### src/rtl/of_pkg.sv
// Shared types and default sizing for the operand fetch stage.
// Holds the ALU op encoding and the default datapath width and register count.
package of_pkg;

    localparam int OF_N    = 32;
    localparam int OF_REGS = 16;

    typedef enum logic [1:0] {
        ALU_ADD    = 2'b00,
        ALU_AND    = 2'b01,
        ALU_PASS_B = 2'b10,
        ALU_RSVD   = 2'b11
    } alu_op_t;

endpackage

### src/rtl/of_regfile.sv
// Register file: two async read ports, one sync write port, R0 reads as zero.
// Latency: reads combinational, write visible next cycle (same cycle with OF_WB_FORWARD_EN).
// Backpressure: none; writes are always accepted.
module of_regfile
    import of_pkg::*;
#(
    parameter int N    = OF_N,
    parameter int REGS = OF_REGS,
    localparam int IW  = $clog2(REGS)
) (
    input  logic          clk,
    input  logic          rst,
    input  logic          we,
    input  logic [IW-1:0] waddr,
    input  logic [N-1:0]  wdata,
    input  logic [IW-1:0] raddr1,
    input  logic [IW-1:0] raddr2,
    output logic [N-1:0]  rdata1,
    output logic [N-1:0]  rdata2
);

    logic [N-1:0] mem [REGS];
    logic         wr_live;

    assign wr_live = we && (waddr != '0);

    always_ff @(posedge clk) begin
        if (rst) begin
            for (int i = 0; i < REGS; i++) begin
                mem[i] <= '0;
            end
        end else if (wr_live) begin
            mem[waddr] <= wdata;
        end
    end

    always_comb begin
        rdata1 = (raddr1 == '0) ? '0 : mem[raddr1];
        rdata2 = (raddr2 == '0) ? '0 : mem[raddr2];
`ifdef OF_WB_FORWARD_EN
        // Bypass the write port so a same-cycle write-back is seen by the reader.
        if (wr_live && (waddr == raddr1)) rdata1 = wdata;
        if (wr_live && (waddr == raddr2)) rdata2 = wdata;
`endif
    end

endmodule

### src/rtl/operand_fetch.sv
// Operand fetch: reads rs1/rs2 (or imm) into a one-entry register toward the ALU. Option macro: OF_WB_FORWARD_EN.
// Latency: one cycle from transfer in to out_valid; full throughput.
// Backpressure: in_ready = !out_valid || out_ready; outputs hold while stalled.
module operand_fetch
    import of_pkg::*;
#(
    parameter int N    = OF_N,
    parameter int REGS = OF_REGS,
    localparam int IW  = $clog2(REGS)
) (
    input  logic          clk,
    input  logic          rst,
    input  logic          in_valid,
    output logic          in_ready,
    input  alu_op_t       in_op,
    input  logic [IW-1:0] in_rs1,
    input  logic [IW-1:0] in_rs2,
    input  logic [IW-1:0] in_rd,
    input  logic [N-1:0]  in_imm,
    input  logic          in_use_imm,
    output logic          out_valid,
    input  logic          out_ready,
    output alu_op_t       out_op,
    output logic [N-1:0]  out_a,
    output logic [N-1:0]  out_b,
    output logic [IW-1:0] out_rd,
    input  logic          wb_en,
    input  logic [IW-1:0] wb_rd,
    input  logic [N-1:0]  wb_data
);

    logic [N-1:0] rs1_val;
    logic [N-1:0] rs2_val;
    logic         xfer_in;

    assign in_ready = !out_valid || out_ready;
    assign xfer_in  = in_valid && in_ready;

    of_regfile #(
        .N    (N),
        .REGS (REGS)
    ) u_regfile (
        .clk    (clk),
        .rst    (rst),
        .we     (wb_en),
        .waddr  (wb_rd),
        .wdata  (wb_data),
        .raddr1 (in_rs1),
        .raddr2 (in_rs2),
        .rdata1 (rs1_val),
        .rdata2 (rs2_val)
    );

    always_ff @(posedge clk) begin
        if (rst) begin
            out_valid <= 1'b0;
            out_op    <= ALU_ADD;
            out_a     <= '0;
            out_b     <= '0;
            out_rd    <= '0;
        end else if (xfer_in) begin
            out_valid <= 1'b1;
            out_op    <= in_op;
            out_a     <= rs1_val;
            out_b     <= in_use_imm ? in_imm : rs2_val;
            out_rd    <= in_rd;
        end else if (out_ready) begin
            out_valid <= 1'b0;
        end
    end

endmodule

### config.mk
export PLATFORM = sky130hd
export DESIGN_NAME = operand_fetch
export DESIGN_NICKNAME = d
export VERILOG_FILES = /design/src/rtl/of_pkg.sv /design/src/rtl/of_regfile.sv /design/src/rtl/operand_fetch.sv
export SDC_FILE = /design/constraint.sdc
export NUM_CORES = 1
export LEC_CHECK = 0
export CORE_MARGIN = 8
export CORE_UTILIZATION = 35
export CTS_CLUSTER_DIAMETER = 120
export CTS_CLUSTER_SIZE = 30
export DETAILED_ROUTE_END_ITERATION = 6
export GPL_TIMING_DRIVEN = 0
export HOLD_SLACK_MARGIN = 0.02
export PLACE_DENSITY = 0.61
export SLEW_MARGIN = 25
export SYNTH_ARGS = -nofsm -noshare
export SYNTH_HDL_FRONTEND = slang
export SYNTH_SLANG_ARGS = --single-unit
### constraint.sdc
create_clock -name clk -period 3.6 [get_ports clk]
set_clock_uncertainty 0.05 [all_clocks]
set_input_delay 1.08 -clock clk [delete_from_list [all_inputs] [get_ports clk]]
set_output_delay 1.08 -clock clk [all_outputs]
set_load 0.01 [all_outputs]
* Word level (Yosys, flattened, before mapping)
Memory sizes are Yosys's and may differ from the RTL's.
Index checks and enable logic that the tools add are counted.
** Storage, ports and cells
- Register bits :: 71
- Memory bits (writable) :: 512
- Input port bits :: 88
- Output and inout port bits :: 72
- Logic and storage cells :: 28
- Memories kept :: 1
** Memories
- u_regfile.mem :: words 16, width 32, rd ports 2, clocked after Yosys merged registers in 0, write ports 16, RTL line of_regfile.sv:22 : logic [N-1:0] mem [REGS];
** Operators by class
- Mux-type cells :: 13
- Reductions and logical operators :: 9
** Operators with widths (number)
- 32-bit two-way mux :: 4
- 32-bit OR reduction :: 1
- 4-bit logical NOT :: 2
- 1-bit two-way mux :: 8
- 4-bit two-way mux :: 1
- 4-bit nonzero test :: 1
- 1-bit logical AND :: 2
- 2-bit nonzero test :: 1
- 1-bit logical NOT :: 1
- 1-bit logical OR :: 1

* Longest topological paths before layout
Gate-level depths: netlist (run 1).
- Word-level depth :: 7
- Depth in mapped cells :: 7
- Gate-level depth less buffers :: 4

* Modules after synthesis
A second synthesis (run 1) with hierarchy kept.
** Second synthesis, totals
- Cells, all modules :: 2064
- Area, all modules :: 28621.2 um^2
** Modules (own cells, without submodules)
- of_regfile :: times used 1, cells an instance 1778, area an instance 25572.0 um^2, seq. area each 14443.9 um^2
- operand_fetch :: times used 1, cells an instance 286, area an instance 3049.2 um^2, seq. area each 1421.4 um^2

* Worst setup path after synthesis (run 1)
Ideal clock, no wire load.
- Kind :: input-to-reg
- Start point :: input port wb_rd[3]
- End point :: memory u_regfile.mem[3][0] (netlist bit) (enable)
- Setup time :: 0.375 ns
- Arrival time :: 2.492 ns
- Required time :: 3.175 ns
- Setup slack :: 0.683 ns
- Stages on the path :: 3
- Path buffers :: 0
- Path through :: or4b_2 nor2_1 or2_2
** RTL lines
- start: declaration :: RTL line operand_fetch.sv:28 : input logic [IW-1:0] wb_rd,
- end: declaration :: RTL line of_regfile.sv:22

==> results of run 1 <==
==> cells in the mapped netlist, types with 35 or more instances <==
cell      count  area [µm²]
nor2_1       46         173
and2_1      482        3020
edfxtp_1    512       15400
dfxtp_1      71        1420
nand2b_1     65         407
nand2_1      78         293
mux2_2       64         721
mux2i_1      62         621
mux4_2      193        4350
buf_2        35         175
a221o_1      63         631
a21oi_1      41         205
clkbuf_1    137         514
==> worst max-delay path by stage <==
| stage | startpoint | end | slack [ns] | cells after the start |
|---|---|---|---|---|
| floorplan | wb_rd[3] | u_regfile.mem[3][0] | 0.68 | 3 |
| global placement | rst | u_regfile.mem[0][24] | -1.32 | 3 |
| detailed placement | rst | u_regfile.mem[1][23] | -0.89 | 4 |
| CTS | rst | u_regfile.mem[1][17] | 0.04 | 5 |
| global route | rst | u_regfile.mem[12][6] | -0.08 | 4 |
| finish | rst | u_regfile.mem[1][9] | -0.15 | 5 |
==> worst max-delay path: cells and delay by family <==
| family | cells | cell delay (ns) |
|---|---|---|
| buffers and inverters | 2 | 1.44 |
| AND/OR/NAND/NOR | 3 | 1.62 |
==> layout make-up <==
type | instances | area [µm²] | area share [%]
Antenna cell | 1 | 2.50 | 0.00757
Buffer | 199 | 908 | 2.75
Clock buffer | 40 | 639 | 1.93
Clock inverter | 1 | 20.0 | 0.0606
Inverter | 2 | 7.51 | 0.0227
Multi-Input combinational cell | 1293 | 11700 | 35.5
Sequential cell | 583 | 16800 | 50.8
Tap cell | 1080 | 1350 | 4.09
Timing Repair Buffer | 156 | 1580 | 4.79
==> layer usage <==
| metal | GRT usage [%] | share of wire (%) |
|---|---|---|
| met4 | 10.9 | 5.3 |
| met3 | 6.03 | 12 |
| met1 | 31.3 | 38 |
| met2 | 36.8 | 45 |
| met5 | 0 | 0.035 |
==> sequential cells by signal, indices dropped and copies added (netlist names) <==
register / count
out_rd: 4
out_b: 32
u_regfile.mem: 512
out_valid: 1
out_a: 32
out_op: 2
==> power by group <==
group,internal [mW],total (mW),switching [mW]
registers,7.76,8.03,0.263
logic,0.880,2.02,1.14
clock network,1.25,3.46,2.21
==> kinds of logic after synthesis <==
kind of cell           count (synthesis)
AO/OA/AOI/OAI                        200
flip-flops                           583
AND/OR/NAND/NOR                      737
buffers and inverters                201
other                                  1
multiplexers                         319
==> what timing repair did <==
item / 4_1_cts / 5_1_grt
resized for setup: 6 / 7
endpoints found under the setup margin: 209 / 68
pin swaps: 5 / 1
gates cloned: 4 / 1
==> impl_metrics.env, run 1 <==
export IMPL_outcome="finished with violations"
export IMPL_violations="setup timing"
export IMPL_async_flop_share_pct=0
export IMPL_final_area_um2=33100
export IMPL_grt_pass1_wl_mm=156
export IMPL_gp_congestion=0.899
export IMPL_end_kind="flip-flop"
export IMPL_p_leak_nw=11.1
export IMPL_drt_iter0_markers=3416
export IMPL_setup_violations=152
export IMPL_fin_ws_ns=-0.147
export IMPL_r2r_end="out_b[17]"
export IMPL_drv_slew=0
export IMPL_fp_row_count=106
export IMPL_drive_gt1_share_pct=16.3
export IMPL_root_buffer="clkbuf_16"
export IMPL_cpMaxStageDelayCell="or4b_2"
export IMPL_finalSetupTns_ns=-6.86
export IMPL_grt_start_max_net_pins=33
export IMPL_drtPass1Iterations=5
export IMPL_syn2layout_area_growth_pct=13.0
export IMPL_arrival_ns=4.15
export IMPL_ir_drop_uv=318
export IMPL_tightest_slew_ns=1.19
export IMPL_hold_viol_final=0
export IMPL_ys_warnings_count=0
export IMPL_clk_latency_ns=0.61
export IMPL_fin_nets=2346
export IMPL_wl_per_cell_um=34.5
export IMPL_powerDensity_nw_per_um2=409
export IMPL_finalCriticalPeriod_ns=3.75
export IMPL_drt_wl_total_mm=116
export IMPL_clk_pin_slew_ns=0.13
export IMPL_required_ns=4.01
export IMPL_drcViolationCount=0
export IMPL_fp_dieH_um=305
export IMPL_synth_distinct_cells=37
export IMPL_grt_pass1_vias=20100
export IMPL_fin_crit_sh_pct=104
export IMPL_core_area_um2=83200
export IMPL_synth_top_family_by_area="multiplexers"
export IMPL_r2r_worst_path_cells=8
export IMPL_path_cells="clkdlybuf4s50_1 > or4b_2 > nor2_2 > clkbuf_1 > and2_1"
export IMPL_clock_fmax_mhz=267
export IMPL_via_count=20500
export IMPL_grt_overflow_total=0
export IMPL_dominantRegCellSynth="edfxtp_1"
export IMPL_dp_cells=3308
export IMPL_tritoncts="done"
export IMPL_fin_util_pct=39.7
export IMPL_htree_num_levels=1
export IMPL_total_power_mw=13.5
export IMPL_synth_simple_area_share_pct=14.7
export IMPL_r2r_start="out_valid"
export IMPL_synth_cells=2041
export IMPL_routed_via_density=6.12
export IMPL_fin_cells=3355
export IMPL_synth_edf_count=512
export IMPL_place_hpwl_mm=72.7
export IMPL_worstHoldPathCells=2
export IMPL_min_to="out_rd[1]"
export IMPL_maxCapViolations=0
export IMPL_synthMuxAreaShare_pct=19.5
export IMPL_criticalPathCategory="primary input to flip-flop"
export IMPL_startpoint_type="primary input"
export IMPL_ctsHoldBuffers=0
export IMPL_synth_xor_area_share_pct=0
export IMPL_synthAdderAreaFrac_pct=0
export IMPL_worst_slew_margin_rel_pct=20.5
export IMPL_reg2reg_slack_ns=0.72
export IMPL_min_delay_start="out_rd[1]"
export IMPL_postPlaceCellArea_um2=32300
export IMPL_start_util_pct=35.2
export IMPL_hold_ws_ns=0.414
export IMPL_clock_sinks=583
export IMPL_antenna_found_initial=9
export IMPL_cpPeakStageDelay_ns=0.80
export IMPL_synth_area_um2=29200
export IMPL_cts_setup_buffers=0
export IMPL_ys_seq_area_share_pct=57.4
export IMPL_cts_buffers=23
export IMPL_syn_area_per_cell_um2=14.3
export IMPL_ant_nets=0
export IMPL_io_buffers=152
export IMPL_fp_dieW_um=305
export IMPL_track_usage_pct=23.8
export IMPL_grt_setup_unrepaired="true"
export IMPL_post_place_ws_ns=-0.892
export IMPL_io_pins=160
export IMPL_layout_common_cells="512 x edfxtp_1, 482 x and2_1, 193 x mux4_2, 151 x clkdlybuf4s50_1, 146 x clkbuf_1"
export IMPL_fillers=7614
export IMPL_clockBufferDepth=3
export IMPL_min_path_type="flip-flop to flip-flop"
export IMPL_final_common_cell="edfxtp_1"
export IMPL_crit_fanout=10
export IMPL_dieArea_um2=93000
export IMPL_ys_ff_latch=583
export IMPL_synth_compound_area_share_pct=5.34
Note: power is estimated with default switching activity, not from simulation.
==> run 2, diff against run 1 <==
- REMOVE_ABC_BUFFERS: not set -> 1
- clock period: 3.6 -> 4.4 ns (I/O delays scaled with it)
==> run 2 against run 1 <==
Compared with the run above: the flow now finishes without violations; largest cell class unchanged; sequential power shrank 19%; largest power group unchanged; register-to-register slack gained 1.6 ns; via count shrank 7.3%; worst setup slack gained 0.43 ns; hold slack gained 0.0024 ns; combinational power shrank 22%; die area is the same; non-clock buffer count shrank 126; count of clock-buffer cells in the layout shrank 1; cell count shrank 3.7%; utilization grew 0.87 points.
==> impl_metrics.env, run 2 (synthesized netlist as in run 1, its figures left out) <==
export IMPL_postPlaceCellArea_um2=33100
export IMPL_ant_nets=0
export IMPL_crit_fanout=53
export IMPL_finalCriticalPeriod_ns=4.12
export IMPL_clock_sinks=583
export IMPL_tightest_slew_ns=0.891
export IMPL_clk_pin_slew_ns=0.12
export IMPL_p_comb_share_pct=14.4
export IMPL_track_usage_pct=20.6
export IMPL_root_buffer="clkbuf_16"
export IMPL_place_hpwl_mm=61.8
export IMPL_fp_dieH_um=305
export IMPL_grt_overflow_total=0
export IMPL_routed_wl_met2_mm=45.0
export IMPL_path_cells="buf_6 > buf_16 > or4bb_1 > nor3_2 > buf_6 > buf_4 > buf_4 > or2_4 > buf_12"
export IMPL_drt_iter0_markers=2547
export IMPL_fp_dieW_um=305
export IMPL_wl_met3_mm=10.5
export IMPL_grt_setup_unrepaired="false"
export IMPL_via_count=19000
export IMPL_powerDensity_nw_per_um2=324
export IMPL_clockBufferDepth=3
export IMPL_fp_row_count=106
export IMPL_hold_viol_final=0
export IMPL_io_pins=160
export IMPL_drv_slew=0
export IMPL_cpMaxStageDelayCell="or4bb_1"
export IMPL_grt_pass1_wl_mm=140
export IMPL_worst_slew_margin_rel_pct=40.6
export IMPL_final_area_um2=33800
export IMPL_finalSetupTns_ns=0
export IMPL_start_util_pct=35.2
export IMPL_dieArea_um2=93000
export IMPL_setup_violations=0
export IMPL_gp_congestion=0.773
export IMPL_final_common_cell="edfxtp_1"
export IMPL_outcome="finished clean"
export IMPL_fin_crit_sh_pct=93.7
export IMPL_fin_nets=2215
export IMPL_p_switching_mw=2.77
export IMPL_cts_resized_gates=0
export IMPL_crit_path_start="rst"
export IMPL_largestRegisters="u_regfile.mem: 512 flops, out_a: 32 flops, out_b: 32 flops"
export IMPL_tritoncts="done"
export IMPL_drt_wl_total_mm=99.2
export IMPL_intPower_mw=8.18
export IMPL_drive_gt1_share_pct=18.7
export IMPL_syn2layout_area_growth_pct=15.5
export IMPL_end_kind="flip-flop"
export IMPL_grt_start_max_net_pins=67
export IMPL_ir_drop_uv=263
export IMPL_p_sw_share_pct=25.3
export IMPL_criticalPathCategory="primary input to flip-flop"
export IMPL_cpPeakStageDelay_ns=0.71
export IMPL_wl_per_cell_um=30.7
export IMPL_cts_buffers=23
export IMPL_startpoint_type="primary input"
export IMPL_drtPass1Iterations=7
export IMPL_total_power_mw=11.0
export IMPL_r2r_start="out_valid"
export IMPL_pwr_share_clk_pct=25.8
export IMPL_required_ns=4.66
export IMPL_p_seq_share_pct=59.7
export IMPL_routed_top_layer="met5"
export IMPL_cts_setup_buffers=0
export IMPL_grt_pass1_vias=19100
export IMPL_min_path_type="flip-flop to flip-flop"
export IMPL_met1Wirelength_mm=41.5
export IMPL_arrival_ns=4.38
export IMPL_min_delay_start="out_rd[0]"
export IMPL_io_buffers=159
export IMPL_ctsHoldBuffers=0
export IMPL_routed_via_density=5.90
export IMPL_fin_util_pct=40.6
export IMPL_drcViolationCount=0
export IMPL_clk_latency_ns=0.61
export IMPL_largest_reg_flops=512
export IMPL_htree_num_levels=1
export IMPL_layout_common_cells="512 x edfxtp_1, 480 x and2_1, 193 x mux4_2, 151 x clkdlybuf4s50_1, 77 x nand2_1"
export IMPL_maxCapViolations=0
export IMPL_p_leak_nw=11.4
export IMPL_clock_fmax_mhz=243
export IMPL_core_area_um2=83200
export IMPL_antenna_found_initial=10
export IMPL_top_register="u_regfile.mem"
==> run 2: cell types whose count changed in the layout (fill, tap and decap cells not counted), moves of 10 or more <==
cell and delta:
buf_12 +11, buf_2 -35, nor2_1 -13, buf_1 -10, clkbuf_1 -130, buf_16 +37
nor2_4 +14
==> run 2: metrics by stage <==
stage	setup slack (ns)	hold slack (ns)	std cells
after floorplan	0.351	0.424	1873
after global placement	-13.41	0.399	3112
after detailed placement	-0.290	0.402	3182
after CTS	0.334	0.419	3223
after global routing	0.270	0.427	3225
final	0.279	0.416	3230
==> run 2: layout make-up <==
cell class / count / area [µm²]
fillers: 7449 / 49400
well taps: 1080 / 1350
inverters: 2 / 7.51
clock buffers: 39 / 636
flip-flops and latches: 583 / 16800
repair buffers: 229 / 3060
multi-input cells: 1288 / 11900
diodes: 7 / 17.5
clock inverters: 2 / 46.3
==> run 2: critical path: cells and delay by family <==
| family | cells | cell delay (ns) |
|---|---|---|
| buffers and inverters | 6 | 1.32 |
| AND/OR/NAND/NOR | 3 | 1.64 |
==> run 2: worst paths after layout <==
check                                            to  slack (ns)  cells after the start
worst max register to register             out_a[7]        2.29                      5
worst min-delay path                      out_rd[0]        0.42                      2
worst min register to register            out_rd[0]        0.42                      2
worst max-delay path            u_regfile.mem[4][9]        0.28                      9
==> run 2: per-layer routing <==
metal  vias up  track usage (%)
met1      9869             29.1
met5         -                0
met2      1164             32.4
met3       137             4.53
li1       7875                -
met4         2             4.60
==> run 2: power by group through the flow <==
| stage | clock (mW) | combinational (mW) | sequential [mW] |
|---|---|---|---|
| after floorplan | 0 | 0.726 | 6.60 |
| after global placement | 0 | 1.67 | 6.66 |
| after detailed placement | 0 | 1.58 | 6.66 |
| after CTS | 2.85 | 1.58 | 6.54 |
| after global routing | 3.02 | 1.67 | 6.58 |
| final | 2.83 | 1.58 | 6.54 |
